**config.mk**
```make
export PLATFORM = sky130hd
export DESIGN_NAME = ysyx_23060203_ifu_fetch
export DESIGN_NICKNAME = d
export VERILOG_FILES = /design/src/rtl/ysyx_23060203_ifu_fetch_pkg.sv /design/src/rtl/ysyx_23060203_ifu_fetch_bpu.sv /design/src/rtl/ysyx_23060203_ifu_fetch.sv
export SDC_FILE = /design/constraint.sdc
export NUM_CORES = 1
export LEC_CHECK = 0
export CAP_MARGIN = 20
export CORE_MARGIN = 1
export CORE_UTILIZATION = 45
export DETAILED_ROUTE_END_ITERATION = 8
export PLACE_DENSITY = 0.74
export SYNTH_ARGS = -nofsm -noshare
export SYNTH_HDL_FRONTEND = slang
export SYNTH_HIERARCHICAL = 1
export SYNTH_SLANG_ARGS = --single-unit
```
**constraint.sdc**
```tcl
create_clock -name clock -period 4.6 [get_ports clock]
set_input_delay 0.69 -clock clock [delete_from_list [all_inputs] [get_ports clock]]
set_output_delay 0.69 -clock clock [all_outputs]
set_load 0.02 [all_outputs]
```
**src/rtl/ysyx_23060203_ifu_fetch_pkg.sv**
```systemverilog
// ---------------------------------------------------------------------------
// ysyx_23060203_ifu_fetch_pkg
//   Shared definitions for the instruction fetch unit:
//     - OP_BRANCH : inst[6:2] value of RV32 conditional branches
//     - RESP_OKAY : read response code for a successful fetch
//     - fetch_state_e : fetch FSM states
//         REQ  : address phase, arvalid raised
//         WAIT : data phase, rready raised
//         HOLD : instruction presented to the IDU
// ---------------------------------------------------------------------------
package ysyx_23060203_ifu_fetch_pkg;

    localparam logic [4:0] OP_BRANCH = 5'b11000;
    localparam logic [1:0] RESP_OKAY = 2'b00;

    typedef enum logic [1:0] {
        REQ  = 2'd0,
        WAIT = 2'd1,
        HOLD = 2'd2
    } fetch_state_e;

endpackage

```
**src/rtl/ysyx_23060203_ifu_fetch_bpu.sv**
```systemverilog
// ---------------------------------------------------------------------------
// ysyx_23060203_BPU
//   Static branch predictor, purely combinational.
//   A conditional branch with a negative offset (inst[31]=1) is predicted
//   taken; everything else (JAL, JALR, forward branches, other opcodes)
//   falls through to pc+4 and is left to the IDU to redirect.
//   Ports:
//     pc   in  32  PC of the instruction
//     inst in  32  instruction word
//     npc  out 32  predicted next PC (wraps mod 2^32)
// ---------------------------------------------------------------------------
module ysyx_23060203_BPU
    import ysyx_23060203_ifu_fetch_pkg::*;
(
    input  logic [31:0] pc,
    input  logic [31:0] inst,
    output logic [31:0] npc
);

    logic [31:0] imm_b;
    logic        taken;
    logic        unused_inst;

    assign imm_b = {{20{inst[31]}}, inst[7], inst[30:25], inst[11:8], 1'b0};
    assign taken = (inst[6:2] == OP_BRANCH) && inst[31];
    assign npc   = taken ? pc + imm_b : pc + 32'd4;

    // Register fields and the low opcode bits play no part in the prediction.
    assign unused_inst = ^{inst[24:12], inst[1:0]};

endmodule

```
**src/rtl/ysyx_23060203_ifu_fetch.sv**
```systemverilog
// ---------------------------------------------------------------------------
// ysyx_23060203_ifu_fetch
//   Instruction fetch unit: holds the PC, fetches one instruction at a time
//   over an AXI4-Lite-style read channel and hands it to the IDU.
//
//   Handshakes: every channel (AR, R, IFU->IDU) transfers on a cycle where
//   valid and ready are both high at the clock edge; valid is never
//   withdrawn before the transfer and its payload stays stable meanwhile.
//   The one exception is out_valid, which is masked combinationally by a
//   redirect so a wrong-path instruction can never transfer in that cycle.
//
//   Ports:
//     clock, reset          clock, synchronous active-high reset
//     araddr/arvalid/arready            read address channel
//     rdata/rresp/rvalid/rready         read data channel
//     flush/flush_pc        EXU redirect (highest priority)
//     jump_flush/jump_dnpc  IDU misprediction redirect
//     out_valid/out_ready/out_pc/out_inst  instruction to the IDU
//     out_fault             response error flag (only with
//                           YSYX_23060203_IFU_FAULT_EN defined)
//     dbg_state             current FSM state (fetch_state_e encoding)
//
//   Optional feature macro: YSYX_23060203_IFU_FAULT_EN
// ---------------------------------------------------------------------------
module ysyx_23060203_ifu_fetch
    import ysyx_23060203_ifu_fetch_pkg::*;
#(
    parameter logic [31:0] RESET_PC = 32'h3000_0000
) (
    input  logic        clock,
    input  logic        reset,
    output logic [31:0] araddr,
    output logic        arvalid,
    input  logic        arready,
    input  logic [31:0] rdata,
    input  logic [1:0]  rresp,
    input  logic        rvalid,
    output logic        rready,
    input  logic        flush,
    input  logic [31:0] flush_pc,
    input  logic        jump_flush,
    input  logic [31:0] jump_dnpc,
    output logic        out_valid,
    input  logic        out_ready,
    output logic [31:0] out_pc,
    output logic [31:0] out_inst,
`ifdef YSYX_23060203_IFU_FAULT_EN
    output logic        out_fault,
`endif
    output logic [1:0]  dbg_state
);

    fetch_state_e state_q, state_d;
    logic [31:0]  pc_q, pc_d;
    logic         drop_q, drop_d;
    logic [31:0]  ar_addr_q, ar_addr_d;
    logic         started_q;
    logic [31:0]  out_pc_q, out_inst_q;
    logic         load_out;

    logic         redirect;
    logic [31:0]  tgt;
    logic         ar_fire;
    logic         r_fire;
    logic [31:0]  bpu_npc;
    logic [31:0]  npc;

    // Predicted successor of the held instruction.
    ysyx_23060203_BPU u_bpu (
        .pc   (pc_q),
        .inst (out_inst_q),
        .npc  (bpu_npc)
    );

`ifdef YSYX_23060203_IFU_FAULT_EN
    logic fault_q;
    // A faulted fetch carries garbage; never predict from it.
    assign npc       = fault_q ? pc_q + 32'd4 : bpu_npc;
    assign out_fault = fault_q;
`else
    logic unused_rresp;
    assign npc          = bpu_npc;
    assign unused_rresp = (rresp != RESP_OKAY);
`endif

    assign redirect = flush | jump_flush;
    assign tgt      = (flush ? flush_pc : jump_dnpc) & ~32'h1;

    // started_q keeps arvalid low while in reset and during the first
    // cycle after it, so the first request issues one cycle after release.
    assign arvalid   = (state_q == REQ) & started_q;
    assign araddr    = ar_addr_q;
    assign rready    = (state_q == WAIT);
    assign out_valid = (state_q == HOLD) & ~redirect;
    assign out_pc    = out_pc_q;
    assign out_inst  = out_inst_q;
    assign dbg_state = state_q;

    assign ar_fire = arvalid & arready;
    assign r_fire  = rready & rvalid;

    // Once arvalid is raised the address is frozen until accepted, even if
    // the PC is redirected meanwhile; otherwise it follows the next PC.
    assign ar_addr_d = arvalid ? ar_addr_q : pc_d;

    always_comb begin
        state_d  = state_q;
        pc_d     = pc_q;
        drop_d   = drop_q;
        load_out = 1'b0;
        unique case (state_q)
            REQ: begin
                if (ar_fire) begin
                    state_d = WAIT;
                end
                if (redirect) begin
                    pc_d = tgt;
                    // An issued AR must still complete; its data is dropped.
                    if (arvalid) begin
                        drop_d = 1'b1;
                    end
                end
            end
            WAIT: begin
                if (r_fire) begin
                    state_d = REQ;
                    if (drop_q) begin
                        drop_d = 1'b0;
                    end else if (!redirect) begin
                        state_d  = HOLD;
                        load_out = 1'b1;
                    end
                    if (redirect) begin
                        pc_d = tgt;
                    end
                end else if (redirect) begin
                    pc_d   = tgt;
                    drop_d = 1'b1;
                end
            end
            HOLD: begin
                if (redirect) begin
                    pc_d    = tgt;
                    state_d = REQ;
                end else if (out_ready) begin
                    pc_d    = npc;
                    state_d = REQ;
                end
            end
            default: begin
                state_d = REQ;
            end
        endcase
    end

    always_ff @(posedge clock) begin
        if (reset) begin
            state_q    <= REQ;
            pc_q       <= RESET_PC;
            drop_q     <= 1'b0;
            ar_addr_q  <= RESET_PC;
            started_q  <= 1'b0;
            out_pc_q   <= 32'd0;
            out_inst_q <= 32'd0;
        end else begin
            state_q   <= state_d;
            pc_q      <= pc_d;
            drop_q    <= drop_d;
            ar_addr_q <= ar_addr_d;
            started_q <= 1'b1;
            if (load_out) begin
                out_pc_q   <= pc_q;
                out_inst_q <= rdata;
            end
        end
    end

`ifdef YSYX_23060203_IFU_FAULT_EN
    always_ff @(posedge clock) begin
        if (reset) begin
            fault_q <= 1'b0;
        end else if (load_out) begin
            fault_q <= (rresp != RESP_OKAY);
        end
    end
`endif

endmodule
```
# After elaboration in Yosys (flattened, before gate mapping)
# Cells that the tools add are included.
dict set report op_classes {
  magnitude_cmp 0
  add_sub_neg 2
  eq_ne 9
  div 0
  n_mux 23
  n_shift 0
  reduce_logical 6
  bitwise_logic 6
  mul 0
}
# operator n
set op_table {}
lappend op_table {{$mux W32} 5}
lappend op_table {{$pmux W32 S2} 1}
lappend op_table {{$add A32 B3 Y32 const B} 1}
lappend op_table {{$add A32 B32 Y32} 1}
lappend op_table {{$mux W2} 6}
lappend op_table {{$mux W1} 9}
lappend op_table {{$ne A2 B2 Y1 const B} 3}
lappend op_table {{$pmux W2 S3} 1}
lappend op_table {{$eq A5 B5 Y1 const B} 1}
lappend op_table {{$and A1 B1 Y1} 4}
lappend op_table {{$reduce_and A4 Y1} 1}
lappend op_table {{$ne A3 B1 Y1 const B} 1}
lappend op_table {{$ne A3 B3 Y1 const B} 1}
lappend op_table {{$reduce_and A3 Y1} 1}
lappend op_table {{$eq A2 B1 Y1 const B} 1}
lappend op_table {{$eq A2 B2 Y1 const B} 1}
lappend op_table {{$logic_not A2 Y1} 1}
lappend op_table {{$ne A2 B1 Y1 const B} 1}
lappend op_table {{$pmux W1 S2} 1}
lappend op_table {{$reduce_bool A2 Y1} 1}
lappend op_table {{$reduce_or A2 Y1} 1}
lappend op_table {{$logic_and A1 B1 Y1} 1}
lappend op_table {{$not A1 Y1} 1}
lappend op_table {{$or A1 B1 Y1} 1}
dict set report totals {
  romBits 0
  ramBits 0
  latchBits 0
  memories 0
  reg_bits 132
  elab_cells 53
}

# Depth between registers and ports, before layout
dict set report logic_depth {
  word_depth 6
  ltp_mapped 14
  mapped_depth_nobuf 14
}

# Modules after synthesis
# Netlist, hierarchy kept.
# mod area_per_inst_um2 instances seq_area_each_um2 cells_per_inst
set modules_own_cells {}
lappend modules_own_cells {ysyx_23060203_ifu_fetch 5669.2 1 2642.5 670}
lappend modules_own_cells {ysyx_23060203_BPU 2655.0 1 0.0 428}

# Least setup slack after synthesis
# OpenSTA, ideal clock, no wires.
dict set report synth_path {
  path_type {register -> register}
  startpoint {register out_inst_q[31], in the netlist out_inst[31]}
  endpoint {register ar_addr_q[28], in the netlist araddr[28]}
  synth_period_minus_slack_ns 3.372
  path_stages_with_launch 14
  t_arrival_ns 3.292
  path_buffers 1
  path_slack_ns 1.228
  path_cell_list {dfxtp_1 > ha_1 > clkbuf_1 > a211oi_1 > o211ai_1 > a221oi_1 > o31a_1 > o41ai_1 > o311a_1 > nor2_1 > mux2i_1 > o221ai_1 > nand2b_1 > a41oi_1}
}
dict set report synth_via {
  elab_chain_len 5
  word_cells_on_any_way 6
  classes_between {1 x add/sub; 4 x mux; 1 x reduce/logical}
}
# element line
set synth_lines {}
lappend synth_lines {{start, declared} ysyx_23060203_ifu_fetch.sv:58} ;# logic [31:0] out_pc_q, out_inst_q;
lappend synth_lines {{start signal, assigned} ysyx_23060203_ifu_fetch.sv:173} ;# out_inst_q <= rdata;
lappend synth_lines {{$add A32 B32 Y32 / $logic_and A1 B1 Y1 (equally long branches)} {ysyx_23060203_ifu_fetch_bpu.sv:26, ysyx_23060203_ifu_fetch_bpu.sv:25}}
lappend synth_lines {{$mux W32 *} ysyx_23060203_ifu_fetch_bpu.sv:26} ;# assign npc = taken ? pc + imm_b : pc + 32'd4;
lappend synth_lines {{named net bpu_npc[28]} ysyx_23060203_ifu_fetch.sv:65} ;# logic [31:0] bpu_npc;
lappend synth_lines {{$mux W32 *} ysyx_23060203_ifu_fetch.sv:145} ;# end else if (out_ready) begin
lappend synth_lines {{$mux W32 *} ysyx_23060203_ifu_fetch.sv:142} ;# if (redirect) begin
lappend synth_lines {{$pmux W32 S2 *} ysyx_23060203_ifu_fetch.sv:111} ;# unique case (state_q)
lappend synth_lines {{end signal, assigned} ysyx_23060203_ifu_fetch.sv:169} ;# ar_addr_q <= ar_addr_d;
lappend synth_lines {{end, declared} ysyx_23060203_ifu_fetch.sv:56} ;# logic [31:0] ar_addr_q, ar_addr_d;
# Mark *: on every way through the listed nets, which the timed path passes. The rest lies on a longest branch.
# A chain may end at the register's enable or synchronous reset.

# Worst setup path after layout
dict set report layout_path {
  startpoint {register pc_q[4]}
  endpoint {register ar_addr_q[31], in the netlist araddr[31]}
}
dict set report layout_via {
  elab_chain_len 5
  word_cells_on_any_way 6
  classes_between {2 x add/sub; 4 x mux}
}
# element line
set layout_lines {}
lappend layout_lines {{start, declared} ysyx_23060203_ifu_fetch.sv:54} ;# logic [31:0] pc_q, pc_d;
lappend layout_lines {{start signal, assigned} ysyx_23060203_ifu_fetch.sv:167} ;# pc_q <= pc_d;
lappend layout_lines {{$add A32 B3 Y32 / $add A32 B32 Y32 (equally long branches)} ysyx_23060203_ifu_fetch_bpu.sv:26}
lappend layout_lines {{$mux W32 *} ysyx_23060203_ifu_fetch_bpu.sv:26}
lappend layout_lines {{named net bpu_npc[31]} ysyx_23060203_ifu_fetch.sv:65}
lappend layout_lines {{$mux W32 *} ysyx_23060203_ifu_fetch.sv:145}
lappend layout_lines {{$mux W32 *} ysyx_23060203_ifu_fetch.sv:142}
lappend layout_lines {{$pmux W32 S2 *} ysyx_23060203_ifu_fetch.sv:111}
# Marked as above.

==> results.cfg <==
[outcome]
outcome = completed

[final_layout]
multiInputGateArea_mm2 = 0.00516
fill_cells = 1699
antenna_cells = 0
regArea_mm2 = 0.00264
final_layout_size_suffix_gt1_share_pct = 8.31
stdcell_count = 1493
final_nets = 1388
area_delta_synth_final_pct = 30.9

[timing]
hold_viol = 0
max_freq_ghz = 0.284
slew_viol_final = 0
finClkSkew_ps = 9.40
worstMarginPinSlew_ps = 938
whs_ps = 452
slew-limit-headroom_pct = 37.5
setup_violations = 0
min_period_ps = 3520
fin_tns_setup_ps = 0
grt_setup_unrepaired = false
post-route-period-util_pct = 76.5

[placement]
gp_congestion = 0.887
place_inst = 1461
portBuffers = 201
hpwl_mm = 17.2

[synth]
yosysWarnings = 6
syn-cell-area_mm2 = 0.00832
ys_seq_area_share_pct = 31.7
synth_most_common_cell = nand2_1
synth_cell_types = 65
synth_area_per_cell_um2 = 7.58
synth-async-reset-ratio_pct = 0
synth_edf_count = 0
yosysTopAreaCell = dfxtp_1
ys_ff_latch = 132
netlist_instances = 1098
synth_top_area_share_pct = 31.7
syn_nets = 1235
synthTopCellsByCount = 222 x nand2_1, 132 x dfxtp_1, 113 x a21oi_1
ys_top_cells_by_area = dfxtp_1 32%, nand2_1 10%, a21oi_1 6.8%
synth_ff_type = dfxtp_1

[power_and_ir_drop]
power.internal_mw = 2.30
pwr-share-clk_pct = 45.6
p_seq_share_pct = 39.2
power_leakage_nw = 3.99
p_sw_share_pct = 28.0
p_switching_uw = 895
power_density_mw_per_mm2 = 293
power_frac_comb_pct = 15.2
peakVddDrop_mv = 0.273

[cts]
cts_sinks = 132
clockBufferDepth = 2
htreeDepth = 4
clk_latency_ps = 430
cts_root_buffer = clkbuf_16
cts.clk_slew.worst_paths_ps = 70
hold_buffers = 0
cts_tree = done
cts_resized = 0
cts_buffers = 17
post-cts-setup-buffers = 0

[global_route]
antenna_found_initial = 0
grt_overflow = 0
grt_start_max_net_pins = 78
track_usage_pct = 25.8
first_global_vias = 8042
grt_first_pass_wirelength_mm = 40.2

[worst_setup_path]
critPathKind = flip-flop to flip-flop
crit_required_ps = 4920
rrSetupSlack_ps = 1080
critPathArrivalTime_ps = 3840
critPathMaxFanout = 8
crit_path_start_kind = flip-flop
end_kind = flip-flop

[floorplan]
start_util_pct = 46.2
io_pins = 206
die_area_mm2 = 0.0190
coreArea_mm2 = 0.0180
die_y_um = 138
row_count = 49
die_w_um = 138

[route]
antenna_left = 0
vias = 8354
wl_mm = 24.7
via_per_inst = 5.60
first_pass_iters = 5
drt_iter0_drc = 588
avgRoutedWirePerCell_um = 16.6
route.detailed.drc = 0

[flow_run]
maxCapViolCount = 0

[min_path]
hold_path.class = flip-flop to flip-flop
==> power groups by stage <==
| stage | sequential [mW] | combinational (mW) | clock, mW |
|---|---|---|---|
| floorplan | 1.30 | 0.250 | 0 |
| global placement | 1.27 | 0.477 | 0 |
| detailed placement | 1.28 | 0.482 | 0 |
| CTS | 1.25 | 0.486 | 1.48 |
| global route | 1.26 | 0.531 | 1.51 |
| finish | 1.25 | 0.485 | 1.46 |
==> routing by layer <==
layer	vias up	wire [um]	global-route usage, %
met5	-	0	0
met2	263	11400	42.2
met1	3868	11100	32.6
met4	0	416	8.50
li1	4190	-	-
met3	33	1740	7.14
==> final cells by class <==
cell class / count / share of cell area [%]
clock buffers: 17 / 3.90
clock inverters: 15 / 1.80
inverters: 21 / 0.723
multi-input cells: 864 / 47.4
flip-flops and latches: 132 / 24.2
well taps: 229 / 2.63
repair buffers: 215 / 19.3
==> state kept, by name, indices dropped and copies added, names as in the netlist <==
signal     cells
araddr        32
dbg_state      2
drop_q         1
out_inst      32
out_pc        32
pc_q          32
started_q      1
==> path summary, 6_finish.rpt <==
check / start / to / cells past startpoint
setup / recovery: pc_q[4] / araddr[31] / 11
hold / removal: out_inst[23] / out_inst[23] / 2
setup reg to reg: pc_q[4] / araddr[31] / 11
hold reg to reg: out_inst[23] / out_inst[23] / 2
==> worst max-delay path: stages (launching register included) <==
cell and delay, ps:
dfxtp_1 520, nand4_2 200, or4_4 640, or3_4 390, or3_4 390, mux2i_1 160, a211oi_1 60, o211ai_1 90
mux2i_1 90, a2111oi_0 410, a21oi_1 110, o41ai_1 350
==> placed cells by master (no fill, tap or decap), types with 23 or more instances in the layout <==
master / count
xor2_1: 25
nand3b_1: 25
clkdlybuf4s50_1: 198
o21ai_0: 41
nor2_1: 96
ha_1: 31
a21oi_2: 31
nand2_1: 221
a21oi_1: 113
dfxtp_1: 132
a221oi_1: 26
a211oi_1: 36
xnor2_1: 23
==> per-stage QoR <==
| stage | utilization (%) | power (mW) | setup WS [ps] | instance area [um2] |
|---|---|---|---|---|
| global placement | 57.0 | 1.75 | 1220 | 10300 |
| global route | 60.5 | 3.30 | 813 | 10900 |
| floorplan | - | 1.55 | 1230 | 8320 |
| finish | 60.5 | 3.19 | 1080 | 10900 |
| detailed placement | 57.0 | 1.76 | 1160 | 10300 |
| CTS | 60.5 | 3.21 | 1070 | 10900 |
==> cell families after synthesis <==
logic type | after synthesis | share of synthesized area (%)
buffers and inverters | 102 | 6.25
XOR/XNOR | 48 | 5.05
AND/OR/NAND/NOR | 461 | 25.8
multiplexers | 12 | 1.44
flip-flops | 132 | 31.7
adder cells (fa/ha/maj) | 32 | 4.90
AO/OA/AOI/OAI | 311 | 24.8
(Power assumes the default switching activity.)
